**src/rtl/seg_scan_decoder.sv**
```systemverilog
// Recovers the two digits shown on a multiplexed 7-segment display bus.
// Optional macro SEG_DP_CAPTURE_EN adds decimal-point capture on the DP output.
module seg_scan_decoder #(
    parameter int SETTLE_CYC   = 4,
    parameter int STABLE_SCANS = 3
) (
    input  logic       Sys_CLK,
    input  logic       Sys_RST,
    input  logic [1:0] COM,
    input  logic [7:0] SEG,
    output logic [3:0] Digit_Ones,
    output logic [3:0] Digit_Tens,
`ifdef SEG_DP_CAPTURE_EN
    output logic [1:0] DP,
`endif
    output logic       Data_Valid,
    output logic       Update,
    output logic       Seg_Err
);

`ifdef SEG_DP_CAPTURE_EN
    localparam int CW = 5;
`else
    localparam int CW = 4;
`endif
    localparam logic [CW-1:0] BLANK = CW'(15);

    typedef enum logic [1:0] {IDLE, SETTLE, SAMPLE, HOLD} state_t;

    // Returns {valid, code}; the decimal point is never part of the lookup.
    function automatic logic [4:0] decode(input logic [6:0] s);
        case ({s, 1'b0})
            8'hFC:   decode = 5'h10;
            8'h60:   decode = 5'h11;
            8'hDA:   decode = 5'h12;
            8'hF2:   decode = 5'h13;
            8'h66:   decode = 5'h14;
            8'hB6:   decode = 5'h15;
            8'hBE:   decode = 5'h16;
            8'hE0:   decode = 5'h17;
            8'hFE:   decode = 5'h18;
            8'hF6:   decode = 5'h19;
            8'h00:   decode = 5'h1F;
            default: decode = 5'h00;
        endcase
    endfunction

    state_t                 state_q, state_d;
    logic [1:0]             com_s1_q, com_s2_q, com_lat_q, com_lat_d;
    logic [6:0]             seg_s1_q, seg_s2_q;
    logic [3:0]             settle_q, settle_d;
    logic [1:0][CW-1:0]     cand_q, cand_d, dig_q, dig_d;
    logic [1:0][2:0]        stab_q, stab_d;
    logic [1:0]             done_q, done_d;
    logic                   valid_q, valid_d, upd_q, upd_d, err_q, err_d;
    logic                   sel, tgt;
    logic [2:0]             nstab;
    logic [4:0]             dec;
    logic [CW-1:0]          smp;

`ifdef SEG_DP_CAPTURE_EN
    logic dp_s1_q, dp_s2_q;
    always_ff @(posedge Sys_CLK or negedge Sys_RST) begin
        if (!Sys_RST) begin
            dp_s1_q <= 1'b0;
            dp_s2_q <= 1'b0;
        end else begin
            dp_s1_q <= SEG[0];
            dp_s2_q <= dp_s1_q;
        end
    end
    assign DP = {dig_q[1][4], dig_q[0][4]};
`else
    logic unused_dp;
    assign unused_dp = SEG[0];
`endif

    always_comb begin
        state_d   = state_q;
        com_lat_d = com_lat_q;
        settle_d  = settle_q;
        cand_d    = cand_q;
        stab_d    = stab_q;
        dig_d     = dig_q;
        done_d    = done_q;
        upd_d     = 1'b0;
        err_d     = 1'b0;
        sel       = (com_s2_q == 2'b01) || (com_s2_q == 2'b10);
        tgt       = com_lat_q[1];
        dec       = decode(seg_s2_q);
        nstab     = 3'd1;
`ifdef SEG_DP_CAPTURE_EN
        smp       = {dp_s2_q, dec[3:0]};
`else
        smp       = dec[3:0];
`endif
        case (state_q)
            IDLE: if (sel) begin
                state_d   = SETTLE;
                settle_d  = 4'd0;
                com_lat_d = com_s2_q;
            end
            SETTLE, HOLD: begin
                if (com_s2_q != com_lat_q) begin
                    if (sel) begin
                        state_d   = SETTLE;
                        settle_d  = 4'd0;
                        com_lat_d = com_s2_q;
                    end else begin
                        state_d = IDLE;
                    end
                end else if (state_q == SETTLE) begin
                    if (settle_q == 4'(SETTLE_CYC - 1)) state_d = SAMPLE;
                    else                                settle_d = settle_q + 4'd1;
                end
            end
            SAMPLE: begin
                state_d = HOLD;
                if (!dec[4]) begin
                    err_d       = 1'b1;
                    stab_d[tgt] = 3'd0;
                end else begin
                    if (smp == cand_q[tgt])
                        nstab = (stab_q[tgt] == 3'd7) ? 3'd7 : stab_q[tgt] + 3'd1;
                    cand_d[tgt] = smp;
                    stab_d[tgt] = nstab;
                    if (nstab >= 3'(STABLE_SCANS)) begin
                        dig_d[tgt]  = smp;
                        done_d[tgt] = 1'b1;
                        upd_d       = !done_q[tgt] || (dig_q[tgt] != smp);
                    end
                end
            end
            default: state_d = IDLE;
        endcase
        valid_d = valid_q || (done_d == 2'b11);
    end

    always_ff @(posedge Sys_CLK or negedge Sys_RST) begin
        if (!Sys_RST) begin
            state_q   <= IDLE;
            com_s1_q  <= 2'b00;
            com_s2_q  <= 2'b00;
            seg_s1_q  <= 7'd0;
            seg_s2_q  <= 7'd0;
            com_lat_q <= 2'b00;
            settle_q  <= 4'd0;
            cand_q    <= {BLANK, BLANK};
            stab_q    <= '0;
            dig_q     <= {BLANK, BLANK};
            done_q    <= 2'b00;
            valid_q   <= 1'b0;
            upd_q     <= 1'b0;
            err_q     <= 1'b0;
        end else begin
            state_q   <= state_d;
            com_s1_q  <= COM;
            com_s2_q  <= com_s1_q;
            seg_s1_q  <= SEG[7:1];
            seg_s2_q  <= seg_s1_q;
            com_lat_q <= com_lat_d;
            settle_q  <= settle_d;
            cand_q    <= cand_d;
            stab_q    <= stab_d;
            dig_q     <= dig_d;
            done_q    <= done_d;
            valid_q   <= valid_d;
            upd_q     <= upd_d;
            err_q     <= err_d;
        end
    end

    assign Digit_Ones = dig_q[0][3:0];
    assign Digit_Tens = dig_q[1][3:0];
    assign Data_Valid = valid_q;
    assign Update     = upd_q;
    assign Seg_Err    = err_q;

endmodule

```
**config.mk**
```make
export PLATFORM = sky130hd
export DESIGN_NAME = seg_scan_decoder
export DESIGN_NICKNAME = d
export VERILOG_FILES = /design/src/rtl/seg_scan_decoder.sv
export SDC_FILE = /design/constraint.sdc
export NUM_CORES = 1
export LEC_CHECK = 0
export ABC_AREA = 1
export CORE_ASPECT_RATIO = 1.5
export CORE_MARGIN = 4
export CORE_UTILIZATION = 57
export DETAILED_ROUTE_END_ITERATION = 7
export PLACE_DENSITY = 0.79
export SLEW_MARGIN = 20
export SYNTH_ARGS = -nofsm -noshare
export SYNTH_HDL_FRONTEND = slang
export SYNTH_SLANG_ARGS = --single-unit
```
**constraint.sdc**
```tcl
create_clock -name Sys_CLK -period 2.6 [get_ports Sys_CLK]
set_input_delay 0.65 -clock Sys_CLK [delete_from_list [all_inputs] [get_ports Sys_CLK]]
set_output_delay 0.65 -clock Sys_CLK [all_outputs]
set_load 0.02 [all_outputs]
```
# After elaboration in Yosys (flattened, before gate mapping)
# Index checks and enable logic that the tools add are counted.
[totals]
ram_bits = 0
latch_bits = 0
out_inout_bits = 11
elab_cells = 110
input_bits = 12
romBits = 0
register_bits = 53
n_memories = 0
[op_classes]
shifts = 0
eq_ne = 26
add_sub_neg = 2
muxes = 45
bitwise = 3
order_cmp = 3
reduce_logical = 14
div = 0
n_mul = 0
[op_table]
columns = ["cell", "n"]
rows = [
  ["$eq A7 B7 Y1 const B", 8],
  ["$pmux W5 S11", 1],
  ["$mux W4", 9],
  ["$mux W3", 7],
  ["$mux W2", 9],
  ["$bwmux W8", 2],
  ["$eq A7 B6 Y1 const B", 2],
  ["$mux W1", 9],
  ["$ne A3 B3 Y1 const B", 3],
  ["$reduce_and A3 Y1", 3],
  ["$eq A2 B2 Y1 const B", 4],
  ["$pmux W4 S2", 1],
  ["$logic_not A7 Y1", 1],
  ["$and A6 B6 Y6", 1],
  ["$bwmux W6", 1],
  ["$mux W6", 1],
  ["$not A6 Y6", 1],
  ["$pmux W2 S3", 1],
  ["$add A4 B1 Y4 const B", 1],
  ["$demux W4 S1", 1],
  ["$eq A2 B1 Y1 const B", 2],
  ["$eq A4 B2 Y1 const B", 1],
  ["$eq A4 B4 Y1", 1],
  ["$ne A2 B2 Y1 const B", 2],
  ["18 further kinds", 21],
]

# Depth between registers and ports, before layout
# Gate-level depths: netlist of the first run.
[depth]
ltp_word = 13
depth_mapped = 16

# Worst setup path before layout of the first run
# Ideal clock, no wire load.
[synth_path]
path_type = "flip-flop to flip-flop"
start = "register com_lat_q[1]"
end = "register valid_q (netlist: Data_Valid)"
n_path_buf = 2
path_stages_with_launch = 12
period_less_slack_ps = 1987
t_arrival_ps = 1870
t_required_ps = 2484
setup_slack_ps = 613
path_cell_list = "dfrtp_1 buf_6 clkbuf_1 o21ai_0 ha_1 or2_2 nand3_2 nand2_2 nand2_4 nand2_4 nand2_1 nand2_1"
[synth_via]
elab_chain_cells = 13
[synth_rtl]
columns = ["element", "line_no", "text"]
rows = [
  ["start, declared", "49", "logic [1:0] com_s1_q, com_s2_q, com_lat_q, com_lat_d;"],
  ["start signal, assigned", "161", "com_lat_q <= com_lat_d;"],
  ["$mux W3 (not written as such) (2 in series)", "124", "nstab = (stab_q[tgt] == 3'd7) ? 3'd7 : stab_q[tgt] + 3'd1;"],
  ["$add A3 B1 Y3 or $eq A3 B3 Y1 (tied branches)", "124", ""],
  ["$mux W3", "124", ""],
  ["$mux W3", "123", "if (smp == cand_q[tgt])"],
  ["$mux W3", "119", "if (!dec[4]) begin"],
  ["$mux W3", "97", "case (state_q)"],
  ["$ge A3 B2 Y1", "127", "if (nstab >= 3'(STABLE_SCANS)) begin"],
  ["$mux W2 *", "127", ""],
  ["$mux W2 *", "119", ""],
  ["$mux W2 *", "97", ""],
  ["net done_d[1]", "54", "logic [1:0] done_q, done_d;"],
  ["$eq A2 B2 Y1 *", "136", "valid_d = valid_q || (done_d == 2'b11);"],
  ["$logic_or A1 B1 Y1 *", "136", ""],
  ["net valid_d", "55", "logic valid_q, valid_d, upd_q, upd_d, err_q, err_d;"],
  ["end signal, assigned", "167", "valid_q <= valid_d;"],
  ["end, declared", "55", ""],
]
# Mark *: on every way through the listed nets, which the timed path passes. The rest lies on a longest branch. The select of a mux whose other input is x is not followed.
# A chain may end at the register's enable or synchronous reset.

# Worst setup path in the final report of the first run
[layout_path]
start = "register dig_q, in the netlist Digit_Tens[3]"
end = "output port Digit_Tens[3]"
[layout_rtl]
columns = ["element", "line_no", "text"]
rows = [
  ["start, declared", "52", "logic [1:0][CW-1:0] cand_q, cand_d, dig_q, dig_d;"],
  ["start signal, assigned", "150", "dig_q <= {BLANK, BLANK};"],
  ["start signal, assigned", "165", "dig_q <= dig_d;"],
  ["end, declared", "12", "output logic [3:0] Digit_Tens,"],
]
# No word-level cell between the ends.

==> results_dict.tcl, run 1 <==
set metrics [dict create \
    status "complete, no violations" \
    rows 29 \
    postLayoutCoreUtil 0.677 \
    vias_per_cell 5.40 \
    syn_to_final_growth_pct 14.5 \
    drc 0 \
    ys_types 38 \
    p_comb_frac 0.140 \
    final-setup-viol-count 0 \
    grt_pass1_wl_mm 8.60 \
    placed_cell_area_mm2 0.00281 \
    worst_slew_pin_slew_ns 0.490 \
    fin_skew_ns 0.00476 \
    htree_levels 2 \
    yosys-top-cells-count "66 x nand2_1, 37 x dfrtp_1, 33 x inv_1" \
    root_buffer "clkbuf_8" \
    avgSynthCellArea_um2 8.85 \
    final_nets 328 \
    port_buffers 21 \
    relSlewSlack 0.673 \
    die_area_mm2 0.00560 \
    r2r_cells 10 \
    pin_count 23 \
    wl_met3_um 109 \
    fmax_ghz 0.470 \
    num_antenna_cells 0 \
    routed_wl_mm 4.79 \
    core_mm2 0.00428 \
    met2RoutedLength_mm 2.61 \
    wl_per_cell_um 13.3 \
    synth.most_common_cell "nand2_1" \
    crit_buf_inv 1 \
    clkPwrFrac 0.290 \
    grt_max_degree 32 \
    path_cells "clkdlybuf4s50_1" \
    ant_nets 0 \
    cts_hold_buf 0 \
    ys_warn_count 0 \
    groute.usage.overall 0.194 \
    swShare 0.276 \
    hold_class "input pin to asynchronous set/reset pin" \
    tns_ns 0 \
    slowest_stage "clkdlybuf4s50_1" \
    drt_iter0_drc 82 \
    worstPathArrival_ns 1.48 \
    numCtsBuffers 5 \
    syn-cell-area_mm2 0.00253 \
    grt_pass1_vias 1992 \
    rr_startpoint "com_lat_q[1]" \
    async_flop_share 1.00 \
    drv_slew 0 \
    insertion_delay_ns 0.30 \
    rsz0062_at_grt "no" \
    cts_setup_buffers 0 \
    ys_ff_latch 53 \
    path_depth 1 \
    gp_congestion 0.793 \
    synth-edff-count 0 \
    die_h_um 89.6 \
    first_pass_iters 4 \
    p_leak_uw 0.00136 \
    tritoncts "yes" \
    path_clk_slew_ns 0.09 \
    netlist.area_leader.share 0.366 \
    routed.top_layer "met4" \
    design_area_mm2 0.00290 \
    r2r_setup_slack_ns 0.60 \
    grt.overflow.total 0 \
    start_util 0.591 \
    synth_ff_type "dfrtp_1" \
    path_class "flip-flop to output pin" \
    cp_max_fo 3 \
    hold_ws_ns 0.294 \
    slowest_delay_ns 0.61 \
    cts_sinks 53 \
    cp-end-kind "output pin" \
    final.min_clock_period_ns 2.13 \
    die_w_um 62.4 \
    worstSetupStartpointType "flip-flop" \
    r2r_end "Data_Valid" \
    syn_inst 286 \
    vias 1948 \
    hpwl_mm 3.63 \
    m1WireLength_mm 1.98 \
    synth.area.top_cells "dfrtp_1 37%, dfstp_2 17%, nand2_1 9.8%, inv_1 4.9%, o21ai_0 4.2%" \
    internal_power_uw 1130 \
    synth_fp_nets 300 \
    yosys.area.top_type "dfrtp_1" \
    antenna_found_initial 0 \
    drive_gt1_frac 0.206 \
    clk_path_buf_depth 2 \
    ys_seq_area_frac 0.532 \
    vdd.ir_drop.worst_uv 456 \
    p_seq_frac 0.570 \
    critPathRequiredTime_ns 1.95 \
    ctsResizeCount 0 \
    maxCapViolCount 0 \
    power.switching_uw 432 \
    hold_violations 0 \
    power_density_mw_per_mm2 539 \
    fin_crit_sh 0.818 \
    crit_family "buffers and inverters" \
]
per-layer routing:
metal,global-route usage,vias up
met3,0.0299,8
li1,-,970
met4,0.0843,0
met1,0.220,941
met5,0,-
met2,0.366,29
layout by cell type (no fill, tap or decap), drive strengths merged:
cell type / n
a211oi: 1
a21oi: 6
a22o: 1
a31oi: 1
buf: 5
clkbuf: 5
clkdlybuf4s50: 20
clkinv: 2
clkinvlp: 1
dfrtp: 37
dfstp: 16
ha: 2
inv: 37
mux2i: 3
nand2: 79
nand3: 10
nand3b: 2
nand4: 2
nor2: 36
nor3: 4
nor4: 2
o21a: 1
o21ai: 30
o22ai: 5
o311ai: 1
or2: 3
or3: 1
xnor2: 1
xor2: 1
worst max-delay path by stage:
stage                             start            end  slack [ns]
after floorplan            com_lat_q[1]     Data_Valid        0.61
after global placement     com_lat_q[1]     Data_Valid        0.63
after detailed placement   com_lat_q[1]     Data_Valid        0.60
after CTS                 Digit_Tens[3]  Digit_Tens[3]        0.46
after global routing       com_lat_q[1]     Data_Valid        0.43
final                     Digit_Tens[3]  Digit_Tens[3]        0.47
through the flow:
stage               power, µW  setup WS, ns  cells
detailed placement       1130         0.602    353
finish                   1560         0.472    361
CTS                      1570         0.461    361
global placement         1120         0.626    353
global route             1630         0.425    361
floorplan                1060         0.613    286
cell families (layout without fill, tap and decap cells):
family          after synthesis  after routing  synth area share
fa+ha+maj                     2              2           0.00988
buf+inv                      41             70            0.0647
compound gates               46             46             0.106
simple gates                139            139             0.269
flops                        53             53             0.532
xor+xnor                      2              2           0.00692
mux                           3              3            0.0119
power by group through the flow:
stage	clock network, µW	registers, µW	logic, µW
2_1_floorplan	0	896	160
3_3_place_gp	0	903	214
3_5_place_dp	0	906	219
4_1_cts	461	891	221
5_1_grt	490	895	249
6_report	453	890	219
sequential cells by signal (all words and copies together), names as in the netlist:
signal	cells
done_q	2
state_q	2
cand_q	8
seg_s2_q	7
Digit_Ones	4
com_lat_q	2
Digit_Tens	4
com_s2_q	2
Seg_Err	1
Update	1
seg_s1_q	7
settle_q	4
Data_Valid	1
stab_q	6
com_s1_q	2
area by class of cell:
class / count / area, µm²
Clock buffer: 5 / 68.8
Clock inverter: 3 / 17.5
Fill cell: 358 / 1380
Inverter: 37 / 139
Multi-Input combinational cell: 192 / 1020
Sequential cell: 53 / 1350
Tap cell: 46 / 57.6
Timing Repair Buffer: 25 / 248
No activity file was read; power rests on OpenSTA's default activity.
==> inputs of run 2 (changes only) <==
Settings changed: CORE_UTILIZATION 57 to 51, PLACE_DENSITY 0.79 to 0.75.
Clock period 2.6 ns to 1.8 ns, I/O delays scaled along.
==> results_dict.tcl, run 2 (synthesis gave the netlist of run 1 again) <==
set metrics [dict create \
    fmax_ghz 0.503 \
    syn_to_final_growth_pct 30.1 \
    drive_gt1_frac 0.371 \
    grt_pass1_wl_mm 9.21 \
    multi_input_area_mm2 0.00118 \
    core_mm2 0.00481 \
    rsz0062_at_grt "yes" \
    slowest_delay_ns 0.45 \
    start_util 0.527 \
    fin_crit_sh 1.10 \
    ant_nets 0 \
    grt_pass1_vias 2145 \
    dp_slack_ns -0.157 \
    hold_ws_ns 0.0859 \
    cp-end-kind "flip-flop" \
    vias 2130 \
    port_buffers 21 \
    routed_wl_mm 5.66 \
    top_regs "cand_q x8, seg_s1_q x7, seg_s2_q x7" \
    final_nets 358 \
    status "finished, violations left" \
    maxCapViolCount 0 \
    wl_per_cell_um 13.8 \
    hpwl_mm 3.97 \
    largest_register "cand_q" \
    grtUsageMet3 0.0347 \
    cts_hold_buf 0 \
    crit_top_cell "nand2_2" \
    insertion_delay_ns 0.31 \
    drc 0 \
    placed_cell_area_mm2 0.00298 \
    worstPathArrival_ns 2.24 \
    design_area_mm2 0.00329 \
    relSlewSlack 0.679 \
    global_route.usage.met2 0.370 \
    grt.overflow.total 0 \
    pin_count 23 \
    fillers 393 \
    slowest_stage "dfrtp_2" \
    hold_class "input pin to asynchronous set/reset pin" \
    worst_slew_pin_slew_ns 0.482 \
    first_pass_iters 4 \
    violations "negative setup slack" \
    num_antenna_cells 0 \
    largest_reg_flops 8 \
    htree_levels 2 \
    p_leak_uw 0.00152 \
    root_buffer "clkbuf_8" \
    busiest_layer "met2" \
    final_common_cell "nand2_1" \
    drv_slew 0 \
    antenna_found_initial 0 \
    fin_ws_ns -0.187 \
    groute.usage.overall 0.196 \
    vias_per_cell 5.18 \
    die_area_mm2 0.00618 \
    path_class "flip-flop to flip-flop" \
    rows 31 \
    critPathRequiredTime_ns 2.06 \
    die_w_um 65.5 \
    met1_usage 0.204 \
    cp_max_fo 8 \
    fin_skew_ns 0.00489 \
    power_density_mw_per_mm2 722 \
    path_clk_slew_ns 0.09 \
    layout.area.seq_mm2 0.00135 \
    gp_congestion 0.818 \
    drt_iter0_drc 74 \
    postLayoutCoreUtil 0.685 \
    path_cells "nand2_2 -> nor2_4 -> nand2_2 -> nand2_2 -> nor2_4 -> nand2_2 -> nand2_1 -> nand2_2 -> nor2_4 -> nand4_1 -> nand2_4 -> nand2_8 -> nand2_4 -> nand2_1 -> nand2_1" \
    final-setup-viol-count 24 \
    clk_path_buf_depth 2 \
    worstSetupStartpointType "flip-flop" \
    vdd.ir_drop.worst_uv 696 \
    grt_max_degree 23 \
    hold_violations 0 \
    cts_sinks 53 \
    final.min_clock_period_ns 1.99 \
    numCtsBuffers 5 \
    final_cell_mix "56 x nand2_1, 34 x dfrtp_1, 32 x inv_1, 32 x buf_4" \
    die_h_um 94.3 \
    tritoncts "yes" \
]
run 2: cell count changes in the layout (fill, tap and decap cells not counted), moves of 3 or more:
cell,delta
o21ai_2,+4
clkdlybuf4s50_1,-8
nand2_1,-10
nand2_2,+8
nor2_2,+5
dlygate4sd2_1,+8
o21ai_0,-5
nor2_4,+4
dfrtp_1,-3
nor2_1,-9
dfrtp_2,+3
buf_4,+29
run 2: path summary, 6_finish.rpt:
| check | startpoint | end | slack [ns] | cells after the start |
|---|---|---|---|---|
| worst max register to register | seg_s2_q[0] | Data_Valid | -0.19 | 15 |
| worst max-delay path | seg_s2_q[0] | Data_Valid | -0.19 | 15 |
| max in group asynchronous | Sys_RST | seg_s2_q[4] | 1.05 | 2 |
| worst min-delay path | Sys_RST | Update | 0.09 | 1 |
| min in group Sys_CLK | seg_s1_q[3] | seg_s2_q[3] | 0.35 | 0 |
| worst min register to register | seg_s1_q[3] | seg_s2_q[3] | 0.35 | 0 |
run 2: metrics by stage:
stage | std cells | setup TNS [ns] | total power, µW
after detailed placement | 393 | -1.68 | 1700
final | 411 | -2.95 | 2380
after global placement | 393 | -0.425 | 1680
after global routing | 411 | -6.37 | 2510
after CTS | 406 | -1.16 | 2370
after floorplan | 286 | 0 | 1540
run 2: layer usage:
layer,routed length [µm],share of wire
met5,0,0
met4,172,0.030
met3,200,0.035
met2,3240,0.57
met1,2040,0.36
run 2: layout make-up:
cell class                      instances  share of cell area
Timing Repair Buffer                   55               0.139
Tap cell                               66              0.0251
Multi-Input combinational cell        192               0.357
Clock buffer                            7              0.0232
Inverter                               37              0.0433
Clock inverter                          1             0.00266
Sequential cell                        53               0.410
run 2: what timing repair did:
action | CTS | global route
gates resized for setup | 26 | 30
pin swaps | 4 | 14
setup buffers | 5 | 5
setup endpoints to repair | 27 | 32
run 2: where the power goes:
| group | switching (µW) | leakage [µW] | internal [µW] |
|---|---|---|---|
| Clock | 365 | 0.0000424 | 278 |
| Sequential | 47.8 | 0.000629 | 1240 |
| Combinational | 238 | 0.000853 | 206 |
run 2: worst max-delay path: cells and delay by family, from the launching register on:
family / cells / cell delay (ns)
flip-flops: 1 / 0.45
AND/OR/NAND/NOR: 15 / 1.49
==> inputs of run 3 (changes only) <==
--- a/constraint.sdc
+++ b/constraint.sdc
@@ -3,2 +3,2 @@
 set_output_delay 0.45 -clock Sys_CLK [all_outputs]
-set_load 0.02 [all_outputs]
+set_load 0.005 [all_outputs]
==> results_dict.tcl, run 3 (synthesis gave the netlist of run 1 again) <==
set metrics [dict create \
    power_density_mw_per_mm2 711 \
    wl_per_cell_um 13.9 \
    cts_sinks 53 \
    largest_reg_flops 8 \
    grt_pass1_vias 2181 \
    final_nets 366 \
    vdd.ir_drop.worst_uv 725 \
    fin_skew_ns 0.00394 \
    core_mm2 0.00481 \
    start_util 0.527 \
    cp_max_fo 8 \
    root_buffer "clkbuf_8" \
    ant_nets 0 \
    hold_class "input pin to asynchronous set/reset pin" \
    tritoncts "yes" \
    grt_pass1_wl_mm 9.37 \
    worstPathArrival_ns 2.23 \
    hold_ws_ns 0.0971 \
    die_area_mm2 0.00618 \
    drc 0 \
    vias_per_cell 5.13 \
    hpwl_mm 3.97 \
    gp_congestion 0.818 \
    fin_crit_sh 1.10 \
    die_w_um 65.5 \
    worstSetupStartpointType "flip-flop" \
    maxCapViolCount 0 \
    top_regs "cand_q x8, seg_s1_q x7, seg_s2_q x7" \
    crit_buf_inv 1 \
    vias 2151 \
    p_leak_uw 0.00164 \
    insertion_delay_ns 0.30 \
    die_h_um 94.3 \
    grt.overflow.total 0 \
    path_class "flip-flop to flip-flop" \
    path_cells "nand3_2 -> inv_2 -> nand2_2 -> nand2_2 -> nor2_4 -> nand2_2 -> nand2_1 -> nand2_2 -> nor2_4 -> nand4_1 -> nand2_4 -> nand2_4 -> nand2_2 -> nand2_1 -> nand2_1" \
    final-setup-viol-count 29 \
    numCtsBuffers 5 \
    slowest_delay_ns 0.44 \
    critPathRequiredTime_ns 2.05 \
    drt_iter0_drc 77 \
    fmax_ghz 0.506 \
    worst_slew_pin_slew_ns 0.484 \
    drv_slew 0 \
    cp-end-kind "flip-flop" \
    pin_count 23 \
    final.min_clock_period_ns 1.98 \
    placed_cell_area_mm2 0.00298 \
    final_common_cell "nand2_1" \
    largest_register "cand_q" \
    routed_wl_mm 5.82 \
    rsz0062_at_grt "yes" \
    port_buffers 21 \
    grt_max_degree 23 \
    crit_top_cell "nand2_2" \
    final_cell_mix "50 x nand2_1, 33 x dfrtp_1, 31 x inv_1, 30 x buf_4, 23 x nand2_2" \
    violations "negative setup slack" \
    rows 31 \
    groute.usage.overall 0.200 \
    fin_ws_ns -0.176 \
    drive_gt1_frac 0.405 \
    htree_levels 2 \
    num_antenna_cells 0 \
    relSlewSlack 0.677 \
    clk_path_buf_depth 2 \
    tns_ns -2.31 \
    syn_to_final_growth_pct 34.9 \
    postLayoutCoreUtil 0.710 \
    path_clk_slew_ns 0.09 \
    hold_violations 0 \
    crit_family "simple AND/OR/NAND/NOR gates" \
    dp_slack_ns -0.157 \
    antenna_found_initial 0 \
    design_area_mm2 0.00342 \
    cts_hold_buf 0 \
    first_pass_iters 4 \
    slowest_stage "dfrtp_1" \
    status "finished, violations left" \
]
[run 3: area by class of cell]
class | count | area, µm²
Clock inverter | 1 | 8.76
Multi-Input combinational cell | 192 | 1180
Inverter | 37 | 139
Sequential cell | 53 | 1350
Tap cell | 66 | 82.6
Clock buffer | 7 | 76.3
Fill cell | 362 | 1390
Timing Repair Buffer | 63 | 577
[run 3: what timing repair did]
action | 4_1_cts | 5_1_grt
cloned | 0 | 1
setup endpoints to repair | 27 | 34
gates resized for setup | 31 | 46
buffers inserted | 10 | 8
pin swaps | 11 | 20
[run 3: worst paths after layout]
check,startpoint,endpoint,slack [ns],cells after the start
min reg2reg,seg_s1_q[3],seg_s2_q[3],0.35,0
max in group asynchronous,Sys_RST,seg_s2_q[0],1.03,2
max reg2reg,seg_s2_q[5],Data_Valid,-0.18,15
min in group Sys_CLK,seg_s1_q[3],seg_s2_q[3],0.35,0
min,Sys_RST,stab_q[2],0.1,1
max,seg_s2_q[5],Data_Valid,-0.18,15
[run 3: where the power goes]
part / internal [µW] / switching [µW]
Combinational: 233 / 257
Clock: 278 / 363
Sequential: 1240 / 52.8
Total: 1760 / 672
[run 3: per-stage QoR]
step / power, µW / std cells
after floorplan: 1530 / 286
after global placement: 1680 / 393
after detailed placement: 1700 / 393
after CTS: 2410 / 411
after global routing: 2560 / 419
final: 2430 / 419
[run 3: layer usage]
layer	global-route usage	routed length, µm	vias to the layer above
met3	0.0347	172	25
met2	0.381	3310	44
li1	-	-	1046
met1	0.208	2110	1036
met5	0	0	-
met4	0.0917	234	0
